[src/rtl/bf8b_pkg.sv]
// Shared types and helpers for the memory arbiter: FSM encoding and grant sizing.
package bf8b_pkg;

  typedef enum logic [1:0] {
    IDLE   = 2'd0,
    ACCESS = 2'd1,
    DONE   = 2'd2
  } state_t;

  // Latency counter holds values up to 15.
  localparam int unsigned CNT_W = 4;

  function automatic int unsigned grant_width(input int unsigned n);
    return (n > 1) ? $clog2(n) : 1;
  endfunction

endpackage

[src/rtl/mem_arbiter_if.sv]
// Client-side request bus plus memory-side bus of the arbiter.
interface mem_arbiter_if #(
  parameter int unsigned D_WIDTH    = 8,
  parameter int unsigned A_WIDTH    = 8,
  parameter int unsigned CLIENT_CNT = 2
);

  logic [CLIENT_CNT-1:0]         requests;
  logic [CLIENT_CNT*A_WIDTH-1:0] addrs;
  logic [CLIENT_CNT-1:0]         wes;
  logic [CLIENT_CNT*D_WIDTH-1:0] data_outs;
  logic [CLIENT_CNT-1:0]         readies;
  logic [D_WIDTH-1:0]            rdata;
  logic [A_WIDTH-1:0]            mem_addr;
  logic                          mem_we;
  logic [D_WIDTH-1:0]            mem_wdata;
  logic [D_WIDTH-1:0]            mem_rdata;
  logic                          busy;

  // Clients and memory model drive the master side.
  modport master (
    output requests, addrs, wes, data_outs, mem_rdata,
    input  readies, rdata, mem_addr, mem_we, mem_wdata, busy
  );

  modport slave (
    input  requests, addrs, wes, data_outs, mem_rdata,
    output readies, rdata, mem_addr, mem_we, mem_wdata, busy
  );

endinterface

[src/rtl/mem_arbiter_rr_pick.sv]
// Combinational winner selection: round-robin from last_grant+1, or highest index wins.
module rr_pick
  import bf8b_pkg::*;
#(
  parameter int unsigned CLIENT_CNT = 2,
  parameter int unsigned RR_EN      = 1,
  parameter int unsigned GW         = grant_width(CLIENT_CNT)
) (
  input  logic [CLIENT_CNT-1:0] requests,
  input  logic [GW-1:0]         last_grant,
  output logic [GW-1:0]         winner
);

  logic [GW-1:0] rr_win;
  logic [GW-1:0] fp_win;
  logic [GW-1:0] pick;
  int            idx;

  // Downward scans let the last hit be the preferred one.
  always_comb begin
    rr_win = '0;
    fp_win = '0;
    pick   = '0;
    idx    = 0;
    for (int k = int'(CLIENT_CNT); k >= 1; k--) begin
      idx  = (int'(last_grant) + k) % int'(CLIENT_CNT);
      pick = GW'(idx);
      if (requests[pick]) rr_win = pick;
    end
    for (int k = 0; k < int'(CLIENT_CNT); k++) begin
      if (requests[GW'(k)]) fp_win = GW'(k);
    end
    winner = (RR_EN != 0) ? rr_win : fp_win;
  end

endmodule

[src/rtl/mem_arbiter.sv]
// Arbitrates CLIENT_CNT requesters onto one fixed-latency memory port, one access at a time.
module mem_arbiter
  import bf8b_pkg::*;
#(
  parameter int unsigned D_WIDTH     = 8,
  parameter int unsigned A_WIDTH     = 8,
  parameter int unsigned CLIENT_CNT  = 2,
  parameter int unsigned MEM_LATENCY = 1,
  parameter int unsigned RR_EN       = 1
) (
  input  logic         clk,
  input  logic         rst_n,
  mem_arbiter_if.slave bus
);

  localparam int unsigned GW = grant_width(CLIENT_CNT);

  state_t                state_q, state_d;
  logic [GW-1:0]         grant_q, grant_d;
  logic [GW-1:0]         last_q, last_d;
  logic [GW-1:0]         winner;
  logic [CNT_W-1:0]      cnt_q, cnt_d;
  logic [CLIENT_CNT-1:0] readies_q, readies_d;
  logic [D_WIDTH-1:0]    rdata_q, rdata_d;
  logic [D_WIDTH-1:0]    wdata_q, wdata_d;
  logic [A_WIDTH-1:0]    addr_q, addr_d;
  logic                  we_q, we_d;
  logic                  busy_q, busy_d;

  logic [A_WIDTH-1:0]    addr_arr  [CLIENT_CNT];
  logic [D_WIDTH-1:0]    wdata_arr [CLIENT_CNT];

  for (genvar i = 0; i < CLIENT_CNT; i++) begin : g_unpack
    assign addr_arr[i]  = bus.addrs[i*A_WIDTH +: A_WIDTH];
    assign wdata_arr[i] = bus.data_outs[i*D_WIDTH +: D_WIDTH];
  end

  rr_pick #(
    .CLIENT_CNT (CLIENT_CNT),
    .RR_EN      (RR_EN),
    .GW         (GW)
  ) u_pick (
    .requests   (bus.requests),
    .last_grant (last_q),
    .winner     (winner)
  );

  always_ff @(posedge clk or negedge rst_n) begin
    if (!rst_n) state_q <= IDLE;
    else        state_q <= state_d;
  end

  // Next state and next register values; mem_we defaults low so it pulses only on grant.
  always_comb begin
    state_d   = state_q;
    grant_d   = grant_q;
    last_d    = last_q;
    cnt_d     = cnt_q;
    readies_d = readies_q;
    rdata_d   = rdata_q;
    wdata_d   = wdata_q;
    addr_d    = addr_q;
    we_d      = 1'b0;
    unique case (state_q)
      IDLE: begin
        if (|bus.requests) begin
          grant_d = winner;
          last_d  = winner;
          addr_d  = addr_arr[winner];
          wdata_d = wdata_arr[winner];
          we_d    = bus.wes[winner];
          cnt_d   = CNT_W'(MEM_LATENCY - 1);
          state_d = ACCESS;
        end
      end
      ACCESS: begin
        if (cnt_q != '0) begin
          cnt_d = cnt_q - CNT_W'(1);
        end else begin
          rdata_d            = bus.mem_rdata;
          readies_d[grant_q] = 1'b1;
          state_d            = DONE;
        end
      end
      DONE: begin
        if (!bus.requests[grant_q]) begin
          readies_d = '0;
          state_d   = IDLE;
        end
      end
      default: state_d = IDLE;
    endcase
    busy_d = (state_d != IDLE);
  end

  always_ff @(posedge clk or negedge rst_n) begin
    if (!rst_n) begin
      grant_q   <= '0;
      last_q    <= GW'(CLIENT_CNT - 1);
      cnt_q     <= '0;
      readies_q <= '0;
      rdata_q   <= '0;
      wdata_q   <= '0;
      addr_q    <= '0;
      we_q      <= 1'b0;
      busy_q    <= 1'b0;
    end else begin
      grant_q   <= grant_d;
      last_q    <= last_d;
      cnt_q     <= cnt_d;
      readies_q <= readies_d;
      rdata_q   <= rdata_d;
      wdata_q   <= wdata_d;
      addr_q    <= addr_d;
      we_q      <= we_d;
      busy_q    <= busy_d;
    end
  end

  assign bus.readies   = readies_q;
  assign bus.rdata     = rdata_q;
  assign bus.mem_addr  = addr_q;
  assign bus.mem_we    = we_q;
  assign bus.mem_wdata = wdata_q;
  assign bus.busy      = busy_q;

endmodule
[src/flat_wrapper.sv]
// flat-port wrapper written by rule: the top's interface ports become plain ports
module mem_arbiter_flat import bf8b_pkg::*;
#(
  parameter int unsigned D_WIDTH     = 8,
  parameter int unsigned A_WIDTH     = 8,
  parameter int unsigned CLIENT_CNT  = 2,
  parameter int unsigned MEM_LATENCY = 1,
  parameter int unsigned RR_EN       = 1
)
  (clk, rst_n, bus_requests, bus_addrs, bus_wes, bus_data_outs, bus_mem_rdata, bus_readies, bus_rdata, bus_mem_addr, bus_mem_we, bus_mem_wdata, bus_busy);
  mem_arbiter_if #(.D_WIDTH(D_WIDTH), .A_WIDTH(A_WIDTH), .CLIENT_CNT(CLIENT_CNT)) bus_i ();
  input  logic clk;
  input  logic rst_n;
  input wire logic [$bits(bus_i.requests)-1:0] bus_requests;
  input wire logic [$bits(bus_i.addrs)-1:0] bus_addrs;
  input wire logic [$bits(bus_i.wes)-1:0] bus_wes;
  input wire logic [$bits(bus_i.data_outs)-1:0] bus_data_outs;
  input wire logic [$bits(bus_i.mem_rdata)-1:0] bus_mem_rdata;
  output wire logic [$bits(bus_i.readies)-1:0] bus_readies;
  output wire logic [$bits(bus_i.rdata)-1:0] bus_rdata;
  output wire logic [$bits(bus_i.mem_addr)-1:0] bus_mem_addr;
  output wire logic [$bits(bus_i.mem_we)-1:0] bus_mem_we;
  output wire logic [$bits(bus_i.mem_wdata)-1:0] bus_mem_wdata;
  output wire logic [$bits(bus_i.busy)-1:0] bus_busy;
  assign bus_i.requests = bus_requests;
  assign bus_i.addrs = bus_addrs;
  assign bus_i.wes = bus_wes;
  assign bus_i.data_outs = bus_data_outs;
  assign bus_i.mem_rdata = bus_mem_rdata;
  assign bus_readies = bus_i.readies;
  assign bus_rdata = bus_i.rdata;
  assign bus_mem_addr = bus_i.mem_addr;
  assign bus_mem_we = bus_i.mem_we;
  assign bus_mem_wdata = bus_i.mem_wdata;
  assign bus_busy = bus_i.busy;
  mem_arbiter #(.D_WIDTH(D_WIDTH), .A_WIDTH(A_WIDTH), .CLIENT_CNT(CLIENT_CNT), .MEM_LATENCY(MEM_LATENCY), .RR_EN(RR_EN)) u_core (.clk(clk), .rst_n(rst_n), .bus(bus_i));
endmodule
[config.mk]
export PLATFORM = sky130hd
export DESIGN_NAME = mem_arbiter_flat
export DESIGN_NICKNAME = d
export VERILOG_FILES = /design/src/rtl/bf8b_pkg.sv /design/src/rtl/mem_arbiter_if.sv /design/src/rtl/mem_arbiter_rr_pick.sv /design/src/rtl/mem_arbiter.sv /design/src/flat_wrapper.sv
export SDC_FILE = /design/constraint.sdc
export NUM_CORES = 1
export LEC_CHECK = 0
export CORE_MARGIN = 8
export CORE_UTILIZATION = 42
export CTS_BUF_LIST = sky130_fd_sc_hd__clkbuf_16
export DETAILED_ROUTE_END_ITERATION = 16
export PLACE_DENSITY = 0.76
export SLEW_MARGIN = 5
export SYNTH_ARGS = -nofsm -noshare
export SYNTH_HDL_FRONTEND = slang
export SYNTH_SLANG_ARGS = --single-unit
[constraint.sdc]
create_clock -name clk -period 2.3 [get_ports clk]
set_clock_uncertainty 0.2 [all_clocks]
set_input_delay 0.575 -clock clk [delete_from_list [all_inputs] [get_ports clk]]
set_output_delay 0.575 -clock clk [all_outputs]
set_load 0.05 [all_outputs]
==> impl_metrics.csv <==
group,metric,value,unit
clocking,cts_buffers,5,
min_path,hold_path.class,"primary input to async pin",
setup_path,r2r-start,"u_core.cnt_q[1]$_DFFE_PN0P_",
floorplanning,rows,23,
run,cap_violations,0,
sta,setup_violations,0,
global_route,grt_pass1_vias,1544,
detailed_routing,routed_via_density,5.08,
detailed_routing,drc,0,
clocking,cts_sinks,36,
synthesis,ys_async_sr_fraction,1.00,
setup_path,crit_fanout,2,
floorplanning,die_x,80.7,µm
setup_path,end_kind,"output pin",
synthesis,syn_avg_cell_area,11.3,µm²
placed_design,gp_congestion,0.771,
setup_path,cp_top_family,"buffers and inverters",
clocking,cts-root-buf,"clkbuf_16",
clocking,cts_resized,0,
sta,fin_crit_sh,0.964,
setup_path,r2r_slack,0.36,ns
synthesis,synthSimpleGateAreaFrac,0.0905,
synthesis,synth_xor_area_frac,0,
power_and_ir_drop,power,3.79,mW
layout,drive_gt1_frac,0.186,
synthesis,synthAdderAreaFrac,0.0427,
global_route,grt_usage,0.146,
layout,n_antenna_cell,0,
synthesis,synth.top_cell.area_share,0.499,
layout,nets,287,
setup_path,crit_cells,1,
synthesis,ys_types,29,
synthesis,yosys-top-cells-area,"dfrtp_1, mux2i_1, mux2_2",
power_and_ir_drop,p_leak,1.20,nW
sta,setup_tns,0,ns
synthesis,synth_top_family_by_area,"multiplexers",
detailed_routing,postRouteAntennaNets,0,
global_route,grt_max_degree,35,
synthesis,yosys_most_used_dff,"dfrtp_1",
sta,slew_viol_final,0,
synthesis,syn_inst,155,
status,status,"complete, no violations",
setup_path,critPathArrivalTime,1.44,ns
setup_path,crit_path_max_incr_delay,0.81,ns
synthesis,synth_edf_count,0,
synthesis,synth_top_cell_by_area,"dfrtp_1",
layout,areaGrowthSynthToFinish,53.6,%
floorplanning,die_height,80.7,µm
floorplanning,core,4000,µm²
clocking,cts_tree,"built",
power_and_ir_drop,ir_drop,0.912,mV
placed_design,hpwl,3330,µm
sta,tightestPinTransition,0.514,ns
detailed_routing,wl_per_cell,15.0,µm
setup_path,rr_endpoint,"u_core.bus.readies[0]$_DFFE_PN0P_",
setup_path,crit_buf_inv,1,
synthesis,synth-compound-area-share,0.148,
synthesis,yosys-mux-area-fraction,0.160,
synthesis,yosysSeqAreaShare,0.514,
sta,fmax,451,MHz
detailed_routing,vias,1453,
global_route,antenna_found_initial,0,
sta,min_period,2.22,ns
setup_path,crit_path_start_kind,"register",
detailed_routing,drt_first_pass_iters,5,
setup_path,cp.required,1.52,ns
power_and_ir_drop,power_density,1410,nW/µm²
detailed_routing,drt_wl_total,4280,µm
setup_path,endpoint,"bus_rdata[5]",
clocking,postCtsSetupBuffers,0,
clocking,clockBufferDepth,2,
synthesis,synth_nets,207,
floorplanning,initial_core_util,0.439,
sta,slew_headroom,0.656,
layout,final_cell_mix,"clkdlybuf4s50_1, dfrtp_1, o21ai_0, nand2_1",
clocking,path_clk_slew,0.06,ns
floorplanning,io_pins,74,
sta,rsz0062_at_grt,"no",
detailed_routing,drt_iter0_drc,50,
setup_path,critical_path_class,"register to output pin",
floorplanning,die_area,6510,µm²
global_route,grt.overflow.total,0,
global_route,grt_pass1_wl,7400,µm
synthesis,ys_ff_latch,36,
clocking,cts_hold_buf,0,
setup_path,worstRegToRegCells,7,
synthesis,synth_area,1760,µm²
setup_path,crit_path_start,"u_core.bus.rdata[5]$_DFFE_PN0N_",
setup_path,worstPathCellList,"clkdlybuf4s50_1",
setup_path,slowest_stage,"clkdlybuf4s50_1",
placed_design,io_buffer_count,73,
clocking,insertion_delay,0.28,ns
clocking,htreeDepth,2,
layout,final_common_cell,"clkdlybuf4s50_1",
synthesis,synth_warnings,0,
sta,hold_viol_final,0,
per-layer routing:
metal  GRT usage  up-vias  wire length (µm)
li1            -      711                 -
met5           0        -                 0
met3      0.0703        7               480
met2       0.225       57              2010
met4      0.0804        0                86
met1       0.163      678              1710
registers in the layout (all words and copies together), names as in the netlist:
name                  flops
u_core.bus.busy           1
u_core.bus.mem_addr       8
u_core.bus.mem_wdata      8
u_core.bus.mem_we         1
u_core.bus.rdata          8
u_core.bus.readies        2
u_core.cnt_q              4
u_core.grant_q            1
u_core.last_q             1
u_core.state_q            2
metrics by stage:
| stage | hold WS, ns | cell area [µm²] | instances | setup WS (ns) | util |
|---|---|---|---|---|---|
| after floorplan | 0.0794 | 1760 | 155 | 0.429 | - |
| after global placement | 0.262 | 2560 | 278 | 0.0871 | 0.640 |
| after detailed placement | 0.272 | 2560 | 278 | 0.0598 | 0.640 |
| after CTS | 0.0376 | 2700 | 286 | 0.0695 | 0.674 |
| after global routing | 0.0590 | 2700 | 286 | 0.0418 | 0.674 |
| final | 0.0254 | 2700 | 286 | 0.0820 | 0.674 |
layout make-up:
type | count | area (µm²)
clock buffer | 5 | 125
timing repair buffer | 81 | 791
clock inverter | 3 | 11.3
tap | 50 | 62.6
multi-input combinational | 104 | 779
inverter | 7 | 26.3
sequential | 36 | 902
fill | 324 | 1300
synthesized netlist by cell type, types with 2 or more instances:
master	number
buf_4	4
mux2i_1	18
inv_1	7
clkbuf_1	3
a22o_1	5
nor3_1	2
a31oi_1	6
mux2_2	9
o21ai_0	20
nand2_1	19
dfrtp_1	35
ha_1	6
nor2_1	5
worst min path at each step:
| stage | from | end | slack (ns) | cells past startpoint |
|---|---|---|---|---|
| final | rst_n | u_core.cnt_q[3]$_DFFE_PN0P_ | 0.03 | 1 |
| after detailed placement | u_core.bus.mem_addr[4]$_DFFE_PN0P_ | u_core.bus.mem_addr[4]$_DFFE_PN0P_ | 0.27 | 2 |
| after global routing | rst_n | u_core.cnt_q[3]$_DFFE_PN0P_ | 0.06 | 1 |
| after global placement | u_core.bus.mem_addr[1]$_DFFE_PN0P_ | u_core.bus.mem_addr[1]$_DFFE_PN0P_ | 0.26 | 2 |
| after CTS | rst_n | u_core.cnt_q[3]$_DFFE_PN0P_ | 0.04 | 1 |
| after floorplan | rst_n | u_core.bus.busy$_DFF_PN0_ | 0.08 | 0 |
report_power, final:
| group | switching [mW] | internal (mW) | total [mW] |
|---|---|---|---|
| registers | 0.152 | 0.911 | 1.06 |
| logic | 1.34 | 0.759 | 2.10 |
| clock network | 0.239 | 0.389 | 0.628 |
| total | 1.73 | 2.06 | 3.79 |
logic make-up (layout without fill, tap and decap cells):
group | Yosys count | after routing
adders and majority gates | 6 | 6
AOI/OAI and AO/OA | 38 | 38
DFF | 36 | 36
muxes | 27 | 27
and+or+nand+nor | 33 | 33
buffers and inverters | 15 | 96
(Power assumes the default switching activity.)
